$ cat config.mk
export PLATFORM = sky130hd
export DESIGN_NAME = uart_tx_fifo
export DESIGN_NICKNAME = d
export VERILOG_FILES = /design/src/rtl/uart_tx_fifo.sv
export SDC_FILE = /design/constraint.sdc
export NUM_CORES = 1
export LEC_CHECK = 0
export ABC_CLOCK_PERIOD_IN_PS = 4100
export BUFFER_PORTS_ARGS = -buffer_cell sky130_fd_sc_hd__buf_2
export CORE_ASPECT_RATIO = 0.75
export CORE_MARGIN = 2
export CORE_UTILIZATION = 45
export CTS_BUF_LIST = sky130_fd_sc_hd__clkbuf_2 sky130_fd_sc_hd__clkbuf_4 sky130_fd_sc_hd__clkbuf_8
export CTS_CLUSTER_DIAMETER = 200
export DETAILED_ROUTE_END_ITERATION = 10
export GPL_TIMING_DRIVEN = 0
export PLACE_DENSITY_LB_ADDON = 0.2
export RECOVER_POWER = 100
export REMOVE_ABC_BUFFERS = 1
export SLEW_MARGIN = 20
export SYNTH_ARGS = -nofsm -noshare
export SYNTH_HDL_FRONTEND = slang
export SYNTH_SLANG_ARGS = --single-unit
$ cat constraint.sdc
create_clock -name i_clk_sys -period 4.1 [get_ports i_clk_sys]
set_clock_uncertainty 0.05 [all_clocks]
set_input_delay 0.615 -clock i_clk_sys [delete_from_list [all_inputs] [get_ports i_clk_sys]]
set_output_delay 0.615 -clock i_clk_sys [all_outputs]
set_load 0.02 [all_outputs]
$ cat src/rtl/uart_tx_fifo.sv
// UART transmitter fed by a word FIFO; frames are start, data LSB first, optional parity, stop.
// Optional flow control: define UART_TX_CTS_EN to add i_cts_n and gate new frames on it.
//
// state  | meaning
// IDLE   | line high, waiting for a buffered word
// START  | start bit (low)
// DATA   | data bits, LSB first
// PARITY | parity bit (only when PARITY_ON)
// STOP   | stop bit(s); may chain straight into the next START
module uart_tx_fifo #(
    parameter int CLK_FRE     = 50,
    parameter int BAUD_RATE   = 9600,
    parameter int DATA_WIDTH  = 8,
    parameter int PARITY_ON   = 0,
    parameter int PARITY_TYPE = 0,
    parameter int STOP_BITS   = 1,
    parameter int FIFO_DEPTH  = 16
) (
    input  logic                            i_clk_sys,
    input  logic                            i_rst,
    input  logic [DATA_WIDTH-1:0]           i_data_tx,
    input  logic                            i_data_valid,
`ifdef UART_TX_CTS_EN
    input  logic                            i_cts_n,
`endif
    output logic                            o_data_ready,
    output logic                            o_uart_tx,
    output logic                            o_busy,
    output logic [$clog2(FIFO_DEPTH):0]     o_fifo_level
);

    localparam int CYCLE = CLK_FRE * 1000000 / BAUD_RATE;
    localparam int PTR_W = $clog2(FIFO_DEPTH);
    localparam int LVL_W = PTR_W + 1;

    localparam logic [15:0]      CYC_LAST  = 16'(CYCLE - 1);
    localparam logic [3:0]       DATA_LAST = 4'(DATA_WIDTH - 1);
    localparam logic [3:0]       STOP_LAST = 4'(STOP_BITS - 1);
    localparam logic [LVL_W-1:0] DEPTH_L   = LVL_W'(FIFO_DEPTH);

    typedef enum logic [2:0] {
        S_IDLE   = 3'd0,
        S_START  = 3'd1,
        S_DATA   = 3'd2,
        S_PARITY = 3'd3,
        S_STOP   = 3'd4
    } state_t;

    logic [DATA_WIDTH-1:0] r_mem [FIFO_DEPTH];
    logic [PTR_W-1:0]      r_wr_ptr;
    logic [PTR_W-1:0]      r_rd_ptr;
    logic [LVL_W-1:0]      r_level;
    logic                  r_ready;

    state_t                r_state;
    logic [15:0]           r_cnt;
    logic [3:0]            r_bit_idx;
    logic [DATA_WIDTH-1:0] r_shift;
    logic                  r_parity;
    logic                  r_tx;
    logic                  r_busy;

    state_t                w_state_next;
    logic                  w_push;
    logic                  w_pop;
    logic                  w_tx_bit;
    logic                  w_bit_end;
    logic                  w_fifo_nempty;
    logic                  w_cts_ok;
    logic [LVL_W-1:0]      w_level_next;
    logic [DATA_WIDTH-1:0] w_head;

`ifdef UART_TX_CTS_EN
    assign w_cts_ok = ~i_cts_n;
`else
    assign w_cts_ok = 1'b1;
`endif

    assign w_push        = i_data_valid && r_ready;
    assign w_fifo_nempty = (r_level != '0);
    assign w_head        = r_mem[r_rd_ptr];
    assign w_bit_end     = (r_cnt == CYC_LAST);

    always_comb begin
        w_level_next = r_level;
        if (w_push && !w_pop) begin
            w_level_next = r_level + LVL_W'(1);
        end else if (!w_push && w_pop) begin
            w_level_next = r_level - LVL_W'(1);
        end
    end

    // Storage is not reset; the pointers define what is valid.
    always_ff @(posedge i_clk_sys) begin
        if (w_push) begin
            r_mem[r_wr_ptr] <= i_data_tx;
        end
    end

    always_ff @(posedge i_clk_sys) begin
        if (i_rst) begin
            r_wr_ptr <= '0;
            r_rd_ptr <= '0;
            r_level  <= '0;
            r_ready  <= 1'b1;
        end else begin
            if (w_push) begin
                r_wr_ptr <= r_wr_ptr + PTR_W'(1);
            end
            if (w_pop) begin
                r_rd_ptr <= r_rd_ptr + PTR_W'(1);
            end
            r_level <= w_level_next;
            r_ready <= (w_level_next < DEPTH_L);
        end
    end

    always_comb begin
        w_state_next = r_state;
        w_pop        = 1'b0;
        w_tx_bit     = 1'b1;
        case (r_state)
            S_IDLE: begin
                if (w_fifo_nempty && w_cts_ok) begin
                    w_pop        = 1'b1;
                    w_state_next = S_START;
                end
            end
            S_START: begin
                w_tx_bit = 1'b0;
                if (w_bit_end) begin
                    w_state_next = S_DATA;
                end
            end
            S_DATA: begin
                w_tx_bit = r_shift[0];
                if (w_bit_end && (r_bit_idx == DATA_LAST)) begin
                    w_state_next = (PARITY_ON != 0) ? S_PARITY : S_STOP;
                end
            end
            S_PARITY: begin
                w_tx_bit = r_parity;
                if (w_bit_end) begin
                    w_state_next = S_STOP;
                end
            end
            S_STOP: begin
                // Chaining into START here keeps consecutive frames gap-free.
                if (w_bit_end && (r_bit_idx == STOP_LAST)) begin
                    if (w_fifo_nempty && w_cts_ok) begin
                        w_pop        = 1'b1;
                        w_state_next = S_START;
                    end else begin
                        w_state_next = S_IDLE;
                    end
                end
            end
            default: begin
                w_state_next = S_IDLE;
            end
        endcase
    end

    always_ff @(posedge i_clk_sys) begin
        if (i_rst) begin
            r_state   <= S_IDLE;
            r_cnt     <= '0;
            r_bit_idx <= '0;
            r_shift   <= '0;
            r_parity  <= 1'b0;
            r_tx      <= 1'b1;
            r_busy    <= 1'b0;
        end else begin
            r_state <= w_state_next;
            r_tx    <= w_tx_bit;
            // Registered alongside the line so busy falls as the last stop bit ends.
            r_busy  <= (r_state != S_IDLE) || w_fifo_nempty;

            if ((r_state == S_IDLE) || w_bit_end) begin
                r_cnt <= '0;
            end else begin
                r_cnt <= r_cnt + 16'd1;
            end

            if (w_state_next != r_state) begin
                r_bit_idx <= '0;
            end else if (w_bit_end && ((r_state == S_DATA) || (r_state == S_STOP))) begin
                r_bit_idx <= r_bit_idx + 4'd1;
            end

            if (w_pop) begin
                r_shift  <= w_head;
                r_parity <= (^w_head) ^ (PARITY_TYPE != 0);
            end else if ((r_state == S_DATA) && w_bit_end) begin
                r_shift <= {1'b0, r_shift[DATA_WIDTH-1:1]};
            end
        end
    end

    assign o_data_ready = r_ready;
    assign o_uart_tx    = r_tx;
    assign o_busy       = r_busy;
    assign o_fifo_level = r_level;

endmodule

---- Yosys cells after proc, flatten, opt, wreduce, memory -nomap -nowiden ----
Memories as Yosys holds them, arrays and structs flattened. A register that Yosys moved wholly into a read port is not among the register bits.
Cells that the tools add are included.
word-level totals
  output and inout bits ................... 8
  memories kept ........................... 1
  flip-flop bits (word level) ............. 48
  word-level logic and storage cells ...... 65
  input bits .............................. 11
  memory bits (writable) .................. 128
memories
  memory  words  bits a word  read ports  clocked after Yosys merged registers in  write ports  RTL line  text
  r_mem   16     8            1           1                                        1            49        logic [DATA_WIDTH-1:0] r_mem [FIFO_DEPTH];
operators by class
  $lt $le $gt $ge ......................... 1
  reductions and logical operators ........ 20
  equality and inequality tests ........... 7
  add/sub/neg operators ................... 6
  multiplexer cells ....................... 19
operators with widths
  kind                                                                      number
  16-bit by 1-bit adder with 16-bit output (second input constant)          1
  16-bit by 13-bit equality test with 1-bit output (second input constant)  1
  8-bit two-way mux                                                         2
  3-bit two-way mux                                                         5
  3-bit case mux with 5 select lines                                        1
  4-bit by 1-bit adder with 4-bit output (second input constant)            3
  5-bit two-way mux                                                         2
  4-bit two-way mux                                                         2
  8-bit parity                                                              1
  1-bit logical AND                                                         7
  3-bit by 2-bit equality test with 1-bit output (second input constant)    2
  5-bit by 1-bit adder with 5-bit output (second input constant)            1
  5-bit < comparator (second input constant)                                1
  1-bit two-way mux                                                         5
  5-bit nonzero test                                                        1
  5-bit by 1-bit subtractor with 5-bit output (second input constant)       1
  4-bit by 3-bit equality test with 1-bit output (second input constant)    1
  4-bit logical NOT                                                         1
  2-bit OR reduction                                                        2
  3-bit by 1-bit equality test with 1-bit output (second input constant)    1
  3-bit equality test (second input constant)                               1
  3-bit logical NOT                                                         1
  1-bit logical OR                                                          3
  3-bit != test                                                             1
  other kinds (5)                                                           6

---- Depth between registers and ports, before layout ----
Gate-level depths: netlist of run 1.
  depth after elaboration ................. 8
  gate-level depth with buffers ........... 14
  depth with buffers taken out ............ 12

---- Worst setup path after synthesis of run 1 ----
OpenSTA, ideal clock, no wires.
  kind .................................... register to register
  from .................................... reg r_cnt[8]
  to ...................................... reg r_ready (netlist: o_data_ready)
  path buffers ............................ 3
  data required time ...................... 3.936 ns
  clock period less this slack ............ 3.094 ns
  slack ................................... 1.006 ns
  setup time .............................. 0.114 ns
  cell stages (with the launch flop) ...... 14
  data arrival time ....................... 2.930 ns
  path through ............................ dfxtp_1 or4b_4 nor4_4 nand3_2 a21o_1 buf_6 buf_4 ha_1 clkbuf_1 nand3b_1 o31ai_1 xor2_1 nor2b_1 inv_1
between the ends
  word-level cells in the longest chain between the ends .. 8
  elaborated cells on any way between the ends .. 10
  classes of those cells .................. order compare (1); eq/ne (1); mux (4); reduce/logical (4)
ends and longest elaborated chain
  item                                                           RTL line  text
  start, declared                                                56        logic [15:0] r_cnt;
  start signal, assigned                                         182       r_cnt <= r_cnt + 16'd1;
  16-bit by 13-bit equality test with 1-bit output *             82        assign w_bit_end = (r_cnt == CYC_LAST);
  1-bit logical AND *                                            149       if (w_bit_end && (r_bit_idx == STOP_LAST)) begin
  1-bit two-way mux *                                            149
  1-bit case mux with 2 select lines *                           122       case (r_state)
  1-bit logical AND / 1-bit logical NOT (equally long branches)  88, 86
  5-bit two-way mux / 1-bit logical AND (equally long branches)  88, 86
  5-bit two-way mux *                                            86        if (w_push && !w_pop) begin
  5-bit < comparator *                                           114       r_ready <= (w_level_next < DEPTH_L);
  end signal, assigned                                           114
  end, declared                                                  53        logic r_ready;
Every way passes the cells marked *; elsewhere a longest branch is shown, timed or not.
A chain may end at the register's enable or synchronous reset.

---- Final worst setup path of run 1 ----
  from .................................... reg r_cnt[8]
  to ...................................... reg r_ready (netlist: o_data_ready)
between the ends
  word-level cells in the longest chain between the ends .. 8
  elaborated cells on any way between the ends .. 10
  classes of those cells .................. order compare (1); eq/ne (1); mux (4); reduce/logical (4)
ends and longest elaborated chain
  item                                                           RTL line  text
  16-bit by 13-bit equality test with 1-bit output *             82
  1-bit logical AND *                                            149
  1-bit two-way mux *                                            149
  1-bit case mux with 2 select lines *                           122
  named net w_pop                                                65        logic w_pop;
  1-bit logical AND / 1-bit logical NOT (equally long branches)  88, 86
  5-bit two-way mux / 1-bit logical AND (equally long branches)  88, 86
  5-bit two-way mux *                                            86
  5-bit < comparator *                                           114
The timed path passes the listed nets; every way through them passes the cells marked *.

==> metrics.txt, run 1 <==
# TYPE chip_impl_metric gauge
chip_impl_info{name="timing.critical_path.cells",value="or4b_1 > nor4_4 > nand3_1 > a21o_1 > clkinvlp_2 > ha_1 > nand3b_1 > o31ai_1 > xor2_1 > nor2b_1 > inv_1"} 1
chip_impl_info{name="critical_path.slowest_cell",value="sky130_fd_sc_hd__or4b_1"} 1
chip_impl_metric{name="overall_die_area",unit="um2"} 17500
chip_impl_metric{name="dr.first_iter.drc_count",unit=""} 264
chip_impl_metric{name="syn_area",unit="um2"} 7390
chip_impl_metric{name="dieWidth",unit="um"} 152
chip_impl_metric{name="fin_nets",unit=""} 543
chip_impl_metric{name="antenna_violations_before_repair",unit=""} 0
chip_impl_metric{name="clkSlewWorstSetupHoldPaths",unit="ns"} 0.08
chip_impl_metric{name="post-cts-setup-buffers",unit=""} 0
chip_impl_info{name="class_of_the_tightest_hold_or_removal_check",value="reg2reg"} 1
chip_impl_metric{name="static_power_due_to_leakage",unit="nW"} 2.54
chip_impl_metric{name="route.final.wire_length",unit="um"} 14100
chip_impl_metric{name="number_of_pins_with_negative_max_slew_slack_in_the_final_report",unit=""} 0
chip_impl_metric{name="htree_num_levels",unit=""} 4
chip_impl_metric{name="max_stage_delay",unit="ns"} 0.58
chip_impl_metric{name="reg2reg_slack",unit="ns"} 0.58
chip_impl_metric{name="cts_made_buffers",unit=""} 17
chip_impl_metric{name="required_time_of_the_worst_setup_path",unit="ns"} 4.40
chip_impl_info{name="cts_root_buffer",value="sky130_fd_sc_hd__clkbuf_8"} 1
chip_impl_metric{name="r2r_cells",unit=""} 11
chip_impl_metric{name="post-route-min-period",unit="ns"} 3.52
chip_impl_metric{name="critPathMaxFanout",unit=""} 19
chip_impl_metric{name="grt_overflow",unit=""} 0
chip_impl_metric{name="worst_pin_slew",unit="ns"} 1.01
chip_impl_metric{name="max_cap_viol_count",unit=""} 0
chip_impl_metric{name="number_of_routed_nets_with_antenna_violations",unit=""} 0
chip_impl_metric{name="core_area",unit="um2"} 16100
chip_impl_metric{name="post_drt_wl_per_cell",unit="um"} 19.0
chip_impl_metric{name="cts_resized",unit=""} 0
chip_impl_metric{name="number_of_global_route_vias_before_repair",unit=""} 4065
chip_impl_metric{name="cp_num_buf_inv",unit=""} 2
chip_impl_metric{name="power.ir.vdd_worst",unit="V"} 0.000224
chip_impl_metric{name="drive_gt1_share",unit="%"} 14.3
chip_impl_metric{name="detailroute.via_count",unit=""} 4031
chip_impl_metric{name="portBuffers",unit=""} 18
chip_impl_metric{name="area_growth",unit="%"} 8.85
chip_impl_metric{name="cp_data_arrival_time",unit="ns"} 3.82
chip_impl_metric{name="max_clock_freq",unit="MHz"} 284
chip_impl_metric{name="dp_hpwl",unit="um"} 9270
chip_impl_info{name="min_delay_worst_endpoint",value="r_cnt[0]"} 1
chip_impl_metric{name="post_drt_via_cell_ratio",unit=""} 5.43
chip_impl_metric{name="number_of_storage_elements_in_the_synthesis_netlist",unit=""} 180
chip_impl_metric{name="maximum_number_of_pins_on_one_net_before_global_route_repair",unit=""} 33
chip_impl_metric{name="finalSetupTns",unit="ns"} 0
chip_impl_metric{name="cts-hold-fix-buffers",unit=""} 0
chip_impl_metric{name="report.final.setup_viol",unit=""} 0
chip_impl_metric{name="synth_async_sr_flop_share",unit="%"} 0
chip_impl_info{name="critPathTopFamily",value="simple AND/OR/NAND/NOR gates"} 1
chip_impl_metric{name="ctsLongestPathBuffers",unit=""} 2
chip_impl_metric{name="synth_warnings",unit=""} 0
chip_impl_info{name="status",value="finished clean"} 1
chip_impl_metric{name="worst_max_slew_margin_expressed_relative_to_the_limit",unit="%"} 32.3
chip_impl_info{name="crit-reg2reg-capture",value="o_data_ready"} 1
chip_impl_metric{name="synth_edf_count",unit=""} 128
chip_impl_metric{name="power-per-cell-area",unit="nW/um2"} 552
chip_impl_metric{name="std_cell_rows",unit=""} 40
chip_impl_info{name="unrepaired_setup_endpoints_after_global_routing",value="no"} 1
chip_impl_metric{name="synthesis.area_per_instance",unit="um2"} 14.8
chip_impl_metric{name="tritoncts_num_sinks",unit=""} 180
chip_impl_info{name="hold_path.startpoint",value="r_cnt[0]"} 1
chip_impl_metric{name="grt_use_total",unit="%"} 17.1
chip_impl_metric{name="routabilityCongestion",unit=""} 0.776
chip_impl_metric{name="holdPathStages",unit=""} 1
chip_impl_metric{name="final_core_utilization",unit="%"} 50.1
chip_impl_info{name="cts_tree",value="built"} 1
chip_impl_metric{name="clock_insertion_delay_worst_skew",unit="ns"} 0.46
chip_impl_info{name="crit_type",value="reg2reg"} 1
chip_impl_info{name="worst_flop_to_flop_path_startpoint",value="r_cnt[8]"} 1
chip_impl_metric{name="yosysUniqueCellTypes",unit=""} 51
chip_impl_metric{name="gate_count_post_synth",unit=""} 501
chip_impl_metric{name="firstDrtPassIters",unit=""} 4
chip_impl_metric{name="final_hold_viol_count",unit=""} 0
chip_impl_info{name="crit_path_end_kind",value="flip-flop"} 1
chip_impl_info{name="predominant_post_synthesis_flop_cell",value="sky130_fd_sc_hd__edfxtp_1"} 1
chip_impl_metric{name="drc_errors",unit=""} 0
chip_impl_metric{name="synth_sequential_area_ratio",unit="%"} 66.1
chip_impl_metric{name="io-pin-count",unit=""} 19
chip_impl_info{name="critical_path.startpoint_type",value="flip-flop"} 1
chip_impl_metric{name="fp.dieH",unit="um"} 115
chip_impl_metric{name="final.period_utilization",unit="%"} 85.9
chip_impl_metric{name="n_antenna_cell",unit=""} 0
chip_impl_metric{name="grt_first_pass_wirelength",unit="um"} 22400
chip_impl_metric{name="initial_util",unit="%"} 46.0
[registers in the layout (all words and copies together), names as in the netlist, 3 cells and up, named ones only]
register and count:
r_wr_ptr 4, r_mem 128, o_fifo_level 5, r_cnt 16, r_shift 8, r_bit_idx 4, r_rd_ptr 4, r_state 3
[kinds of logic after synthesis]
kind of cell	share of synthesized area [%]
flops	66.1
simple gates	10.2
compound gates	4.60
mux	10.8
buf+inv	2.30
xor+xnor	3.79
fa+ha+maj	2.20
[placed cells by master (no fill, tap or decap), drive strengths merged, types with 3 or more instances in the layout]
| cell | n |
|---|---|
| edfxtp | 128 |
| nor2 | 57 |
| dfxtp | 52 |
| clkbuf | 40 |
| nand2 | 36 |
| mux4 | 32 |
| xor2 | 18 |
| a22oi | 16 |
| xnor2 | 14 |
| ha | 13 |
| inv | 13 |
| a21oi | 12 |
| a211oi | 11 |
| nor3 | 9 |
| nand3 | 8 |
| mux2i | 8 |
| nand4 | 7 |
| o21ai | 5 |
| clkinv | 5 |
| and3 | 4 |
| nor2b | 4 |
| clkinvlp | 4 |
| nand2b | 3 |
| or3 | 3 |
| bufinv | 3 |
| or4b | 3 |
| buf | 3 |
[where the power goes]
part | switching (W) | internal [W] | leakage, nW | total, W
logic | 0.000548 | 0.000431 | 0.760 | 0.000979
clock network | 0.000618 | 0.000624 | 0.204 | 0.00124
registers | 0.000139 | 0.00208 | 1.58 | 0.00222
[Yosys cell counts, types with 3 or more instances]
cell	count	share of area, %
sky130_fd_sc_hd__xnor2_1	14	1.7
sky130_fd_sc_hd__nor2_1	57	2.9
sky130_fd_sc_hd__nor3_1	8	0.54
sky130_fd_sc_hd__o21ai_0	5	0.34
sky130_fd_sc_hd__mux2i_1	8	1.1
sky130_fd_sc_hd__nand2b_1	3	0.25
sky130_fd_sc_hd__buf_4	4	0.41
sky130_fd_sc_hd__edfxtp_1	128	52
sky130_fd_sc_hd__and3_1	4	0.34
sky130_fd_sc_hd__buf_1	7	0.36
sky130_fd_sc_hd__nor2b_1	4	0.34
sky130_fd_sc_hd__a211oi_1	11	1.1
sky130_fd_sc_hd__xor2_1	18	2.1
sky130_fd_sc_hd__nand3_1	7	0.47
sky130_fd_sc_hd__or3_1	3	0.25
sky130_fd_sc_hd__inv_1	11	0.56
sky130_fd_sc_hd__nand4_1	6	0.51
sky130_fd_sc_hd__ha_1	13	2.2
sky130_fd_sc_hd__a21oi_1	12	0.81
sky130_fd_sc_hd__a22oi_1	16	1.6
sky130_fd_sc_hd__mux4_2	32	9.8
sky130_fd_sc_hd__dfxtp_1	52	14
sky130_fd_sc_hd__clkbuf_1	11	0.56
sky130_fd_sc_hd__nand2_1	36	1.8
[layout make-up]
class,count,area [um2]
Inverter,13,50.0
Fill cell,1331,8020
Clock inverter,12,154
Sequential cell,180,4890
Tap cell,210,263
Timing Repair Buffer,23,105
Clock buffer,20,256
Multi-Input combinational cell,284,2330
[per-layer routing]
layer | share of wire [%] | vias to the layer above | global-route usage, %
met2 | 47 | 84 | 26.5
met4 | 1.0 | 0 | 6.42
met1 | 47 | 2023 | 23.8
li1 | - | 1914 | -
met3 | 5.3 | 10 | 4.33
met5 | 0 | - | 0
[per-stage QoR]
step / total power, W / std cells / area (um2) / hold slack (ns) / worst slack (ns)
floorplan: 0.00300 / 477 / 7280 / 0.380 / 0.988
global placement: 0.00325 / 705 / 7630 / 0.390 / 0.125
detailed placement: 0.00328 / 710 / 7700 / 0.403 / 0.690
CTS: 0.00452 / 742 / 8120 / 0.423 / 0.697
finish: 0.00444 / 742 / 8050 / 0.413 / 0.579
global route: 0.00469 / 742 / 8050 / 0.437 / 0.258
[how the worst max path moves through the flow]
stage,start,endpoint,slack (ns),depth (start not counted)
after global placement,flip-flop,r_parity,0.12,7
after global routing,o_fifo_level[0],o_fifo_level[2],0.26,11
final,r_cnt[8],o_data_ready,0.58,11
after floorplan,flip-flop,r_parity,0.99,7
after detailed placement,r_cnt[5],o_data_ready,0.69,10
after CTS,r_cnt[8],o_data_ready,0.70,10
Note: power is estimated with default switching activity, not from simulation.
==> run 2, diff against run 1 <==
PLACE_DENSITY_LB_ADDON = not set   (was 0.2)
==> run 2 against run 1 <==
Critical path depth shrank 1. Count of clock-buffer cells in the layout is 2 lower. Fmax increased by 1.8%. Largest cell class unchanged. Largest power group unchanged.
==> metrics.txt, run 2 (synthesis gave the netlist of run 1 again) <==
# TYPE chip_impl_metric gauge
chip_impl_info{name="status",value="finished clean"} 1
chip_impl_metric{name="r2r_cells",unit=""} 10
chip_impl_info{name="unrepaired_setup_endpoints_after_global_routing",value="no"} 1
chip_impl_metric{name="routabilityCongestion",unit=""} 0.761
chip_impl_metric{name="portBuffers",unit=""} 18
chip_impl_metric{name="power.ir.vdd_worst",unit="V"} 0.000336
chip_impl_metric{name="firstDrtPassIters",unit=""} 5
chip_impl_metric{name="route.final.wire_length",unit="um"} 14200
chip_impl_metric{name="cp_data_arrival_time",unit="ns"} 3.75
chip_impl_metric{name="reg2reg_slack",unit="ns"} 0.64
chip_impl_metric{name="largest_register_ff_count",unit=""} 128
chip_impl_metric{name="cts_made_buffers",unit=""} 17
chip_impl_info{name="largest_register",value="r_mem"} 1
chip_impl_metric{name="number_of_global_route_vias_before_repair",unit=""} 3997
chip_impl_metric{name="clock_insertion_delay_worst_skew",unit="ns"} 0.44
chip_impl_metric{name="nFillCells",unit=""} 1352
chip_impl_metric{name="worst_max_slew_margin_expressed_relative_to_the_limit",unit="%"} 19.7
chip_impl_metric{name="final_core_utilization",unit="%"} 49.8
chip_impl_metric{name="required_time_of_the_worst_setup_path",unit="ns"} 4.39
chip_impl_metric{name="report.final.setup_viol",unit=""} 0
chip_impl_metric{name="global_route.usage.met3",unit="%"} 4.18
chip_impl_metric{name="io-pin-count",unit=""} 19
chip_impl_metric{name="tritoncts_num_sinks",unit=""} 180
chip_impl_metric{name="dp_hpwl",unit="um"} 9440
chip_impl_metric{name="post_drt_wl_per_cell",unit="um"} 19.1
chip_impl_info{name="largestRegisters",value="r_mem: 128 flops, r_cnt: 16 flops, r_shift: 8 flops"} 1
chip_impl_metric{name="final_critical_path_setup_slack",unit="ns"} 0.642
chip_impl_metric{name="antenna_violations_before_repair",unit=""} 0
chip_impl_metric{name="cts_resized",unit=""} 0
chip_impl_metric{name="htree_num_levels",unit=""} 4
chip_impl_metric{name="holdPathStages",unit=""} 1
chip_impl_metric{name="worst_pin_slew",unit="ns"} 1.20
chip_impl_metric{name="area_growth",unit="%"} 8.31
chip_impl_metric{name="initial_util",unit="%"} 46.0
chip_impl_info{name="critical_path.startpoint_type",value="flip-flop"} 1
chip_impl_metric{name="final_hold_viol_count",unit=""} 0
chip_impl_metric{name="max_cap_viol_count",unit=""} 0
chip_impl_metric{name="max_clock_freq",unit="MHz"} 289
chip_impl_metric{name="ctsLongestPathBuffers",unit=""} 2
chip_impl_metric{name="number_of_routed_nets_with_antenna_violations",unit=""} 0
chip_impl_metric{name="clkSlewWorstSetupHoldPaths",unit="ns"} 0.09
chip_impl_metric{name="grt_first_pass_wirelength",unit="um"} 22500
chip_impl_metric{name="grt_overflow",unit=""} 0
chip_impl_info{name="crit_path_end_kind",value="flip-flop"} 1
chip_impl_metric{name="final.period_utilization",unit="%"} 84.3
chip_impl_metric{name="maximum_number_of_pins_on_one_net_before_global_route_repair",unit=""} 33
chip_impl_metric{name="fin_nets",unit=""} 543
chip_impl_metric{name="drc_errors",unit=""} 0
chip_impl_metric{name="regArea",unit="um2"} 4890
chip_impl_metric{name="detailroute.via_count",unit=""} 4089
chip_impl_info{name="layout_commonest_cell",value="sky130_fd_sc_hd__edfxtp_1"} 1
chip_impl_info{name="worst_flop_to_flop_path_startpoint",value="r_cnt[8]"} 1
chip_impl_metric{name="post-route-min-period",unit="ns"} 3.46
chip_impl_metric{name="critPathMaxFanout",unit=""} 19
chip_impl_metric{name="static_power_due_to_leakage",unit="nW"} 2.52
chip_impl_metric{name="dieWidth",unit="um"} 152
chip_impl_metric{name="number_of_pins_with_negative_max_slew_slack_in_the_final_report",unit=""} 0
chip_impl_metric{name="multiInputGateArea",unit="um2"} 2320
chip_impl_metric{name="grt_use_total",unit="%"} 17.0
chip_impl_metric{name="grtUsageMet2",unit="%"} 26.2
chip_impl_metric{name="std_cell_rows",unit=""} 40
chip_impl_metric{name="finalSetupTns",unit="ns"} 0
chip_impl_info{name="setup.worst_path.start",value="r_cnt[8]"} 1
chip_impl_metric{name="layoutNonFillerInstCount",unit=""} 742
chip_impl_info{name="min_delay_worst_endpoint",value="r_cnt[0]"} 1
chip_impl_metric{name="overall_die_area",unit="um2"} 17500
chip_impl_metric{name="cts-hold-fix-buffers",unit=""} 0
chip_impl_metric{name="n_antenna_cell",unit=""} 0
chip_impl_metric{name="dr.first_iter.drc_count",unit=""} 319
chip_impl_metric{name="core_area",unit="um2"} 16100
chip_impl_metric{name="grt_util_met1",unit="%"} 24.5
chip_impl_info{name="final_cell_mix",value="128 x sky130_fd_sc_hd__edfxtp_1, 57 x sky130_fd_sc_hd__nor2_1, 50 x sky130_fd_sc_hd__dfxtp_1, 36 x sky130_fd_sc_hd__nand2_1, 32 x sky130_fd_sc_hd__mux4_2"} 1
chip_impl_info{name="busiest_layer",value="met2"} 1
chip_impl_metric{name="fp.dieH",unit="um"} 115
chip_impl_metric{name="power-per-cell-area",unit="nW/um2"} 547
chip_impl_metric{name="placedCellCount",unit=""} 710
chip_impl_metric{name="post_drt_via_cell_ratio",unit=""} 5.51
chip_impl_info{name="hold_path.startpoint",value="r_cnt[0]"} 1
chip_impl_metric{name="preCtsSetupSlack",unit="ns"} 0.712
chip_impl_info{name="crit_type",value="reg2reg"} 1
chip_impl_info{name="crit-reg2reg-capture",value="o_data_ready"} 1
chip_impl_metric{name="drive_gt1_share",unit="%"} 13.7
chip_impl_info{name="cts_root_buffer",value="sky130_fd_sc_hd__clkbuf_8"} 1
chip_impl_info{name="cts_tree",value="built"} 1
chip_impl_metric{name="post-cts-setup-buffers",unit=""} 0
chip_impl_info{name="class_of_the_tightest_hold_or_removal_check",value="reg2reg"} 1
## run 2: how the worst max path moves through the flow
stage | to | slack, ns
floorplan | r_parity | 0.99
global placement | r_parity | 0.09
detailed placement | o_data_ready | 0.71
CTS | o_data_ready | 0.68
global route | o_data_ready | 0.33
finish | o_data_ready | 0.64
## run 2: power breakdown
group | total [W] | internal, W | switching, W
logic | 0.00101 | 0.000439 | 0.000576
clock network | 0.00115 | 0.000542 | 0.000611
registers | 0.00221 | 0.00208 | 0.000137
## run 2: cell type report
| type | count | share of cell area, % |
|---|---|---|
| tap | 210 | 3.28 |
| sequential | 180 | 61.1 |
| clock inverter | 14 | 1.70 |
| inverter | 13 | 0.703 |
| timing repair buffer | 23 | 1.31 |
| clock buffer | 18 | 3.02 |
| multi-input combinational | 284 | 28.9 |
## run 2: stage by stage
| step | cell area (um2) | total power, W | hold WS (ns) |
|---|---|---|---|
| 2_1_floorplan | 7280 | 0.00300 | 0.380 |
| 3_3_place_gp | 7630 | 0.00326 | 0.396 |
| 3_5_place_dp | 7700 | 0.00330 | 0.398 |
| 4_1_cts | 8080 | 0.00445 | 0.420 |
| 5_1_grt | 8010 | 0.00463 | 0.431 |
| 6_report | 8010 | 0.00438 | 0.419 |
## run 2: layer usage
layer / up-vias / part of all wire (%)
li1: 1912 / -
met2: 103 / 47
met5: - / 0
met1: 2068 / 48
met4: 0 / 0.63
met3: 6 / 4.9
## run 2: critical path, stage by stage (launching register included)
cell and delay, ns:
sky130_fd_sc_hd__dfxtp_1 0.36, sky130_fd_sc_hd__or4b_4 0.56, sky130_fd_sc_hd__nor4_4 0.43, sky130_fd_sc_hd__nand3_1 0.21
sky130_fd_sc_hd__a21o_1 0.48, sky130_fd_sc_hd__ha_1 0.42, sky130_fd_sc_hd__nand3b_1 0.23, sky130_fd_sc_hd__o31ai_1 0.25
sky130_fd_sc_hd__xor2_1 0.16, sky130_fd_sc_hd__nor2b_1 0.16, sky130_fd_sc_hd__inv_1 0.05
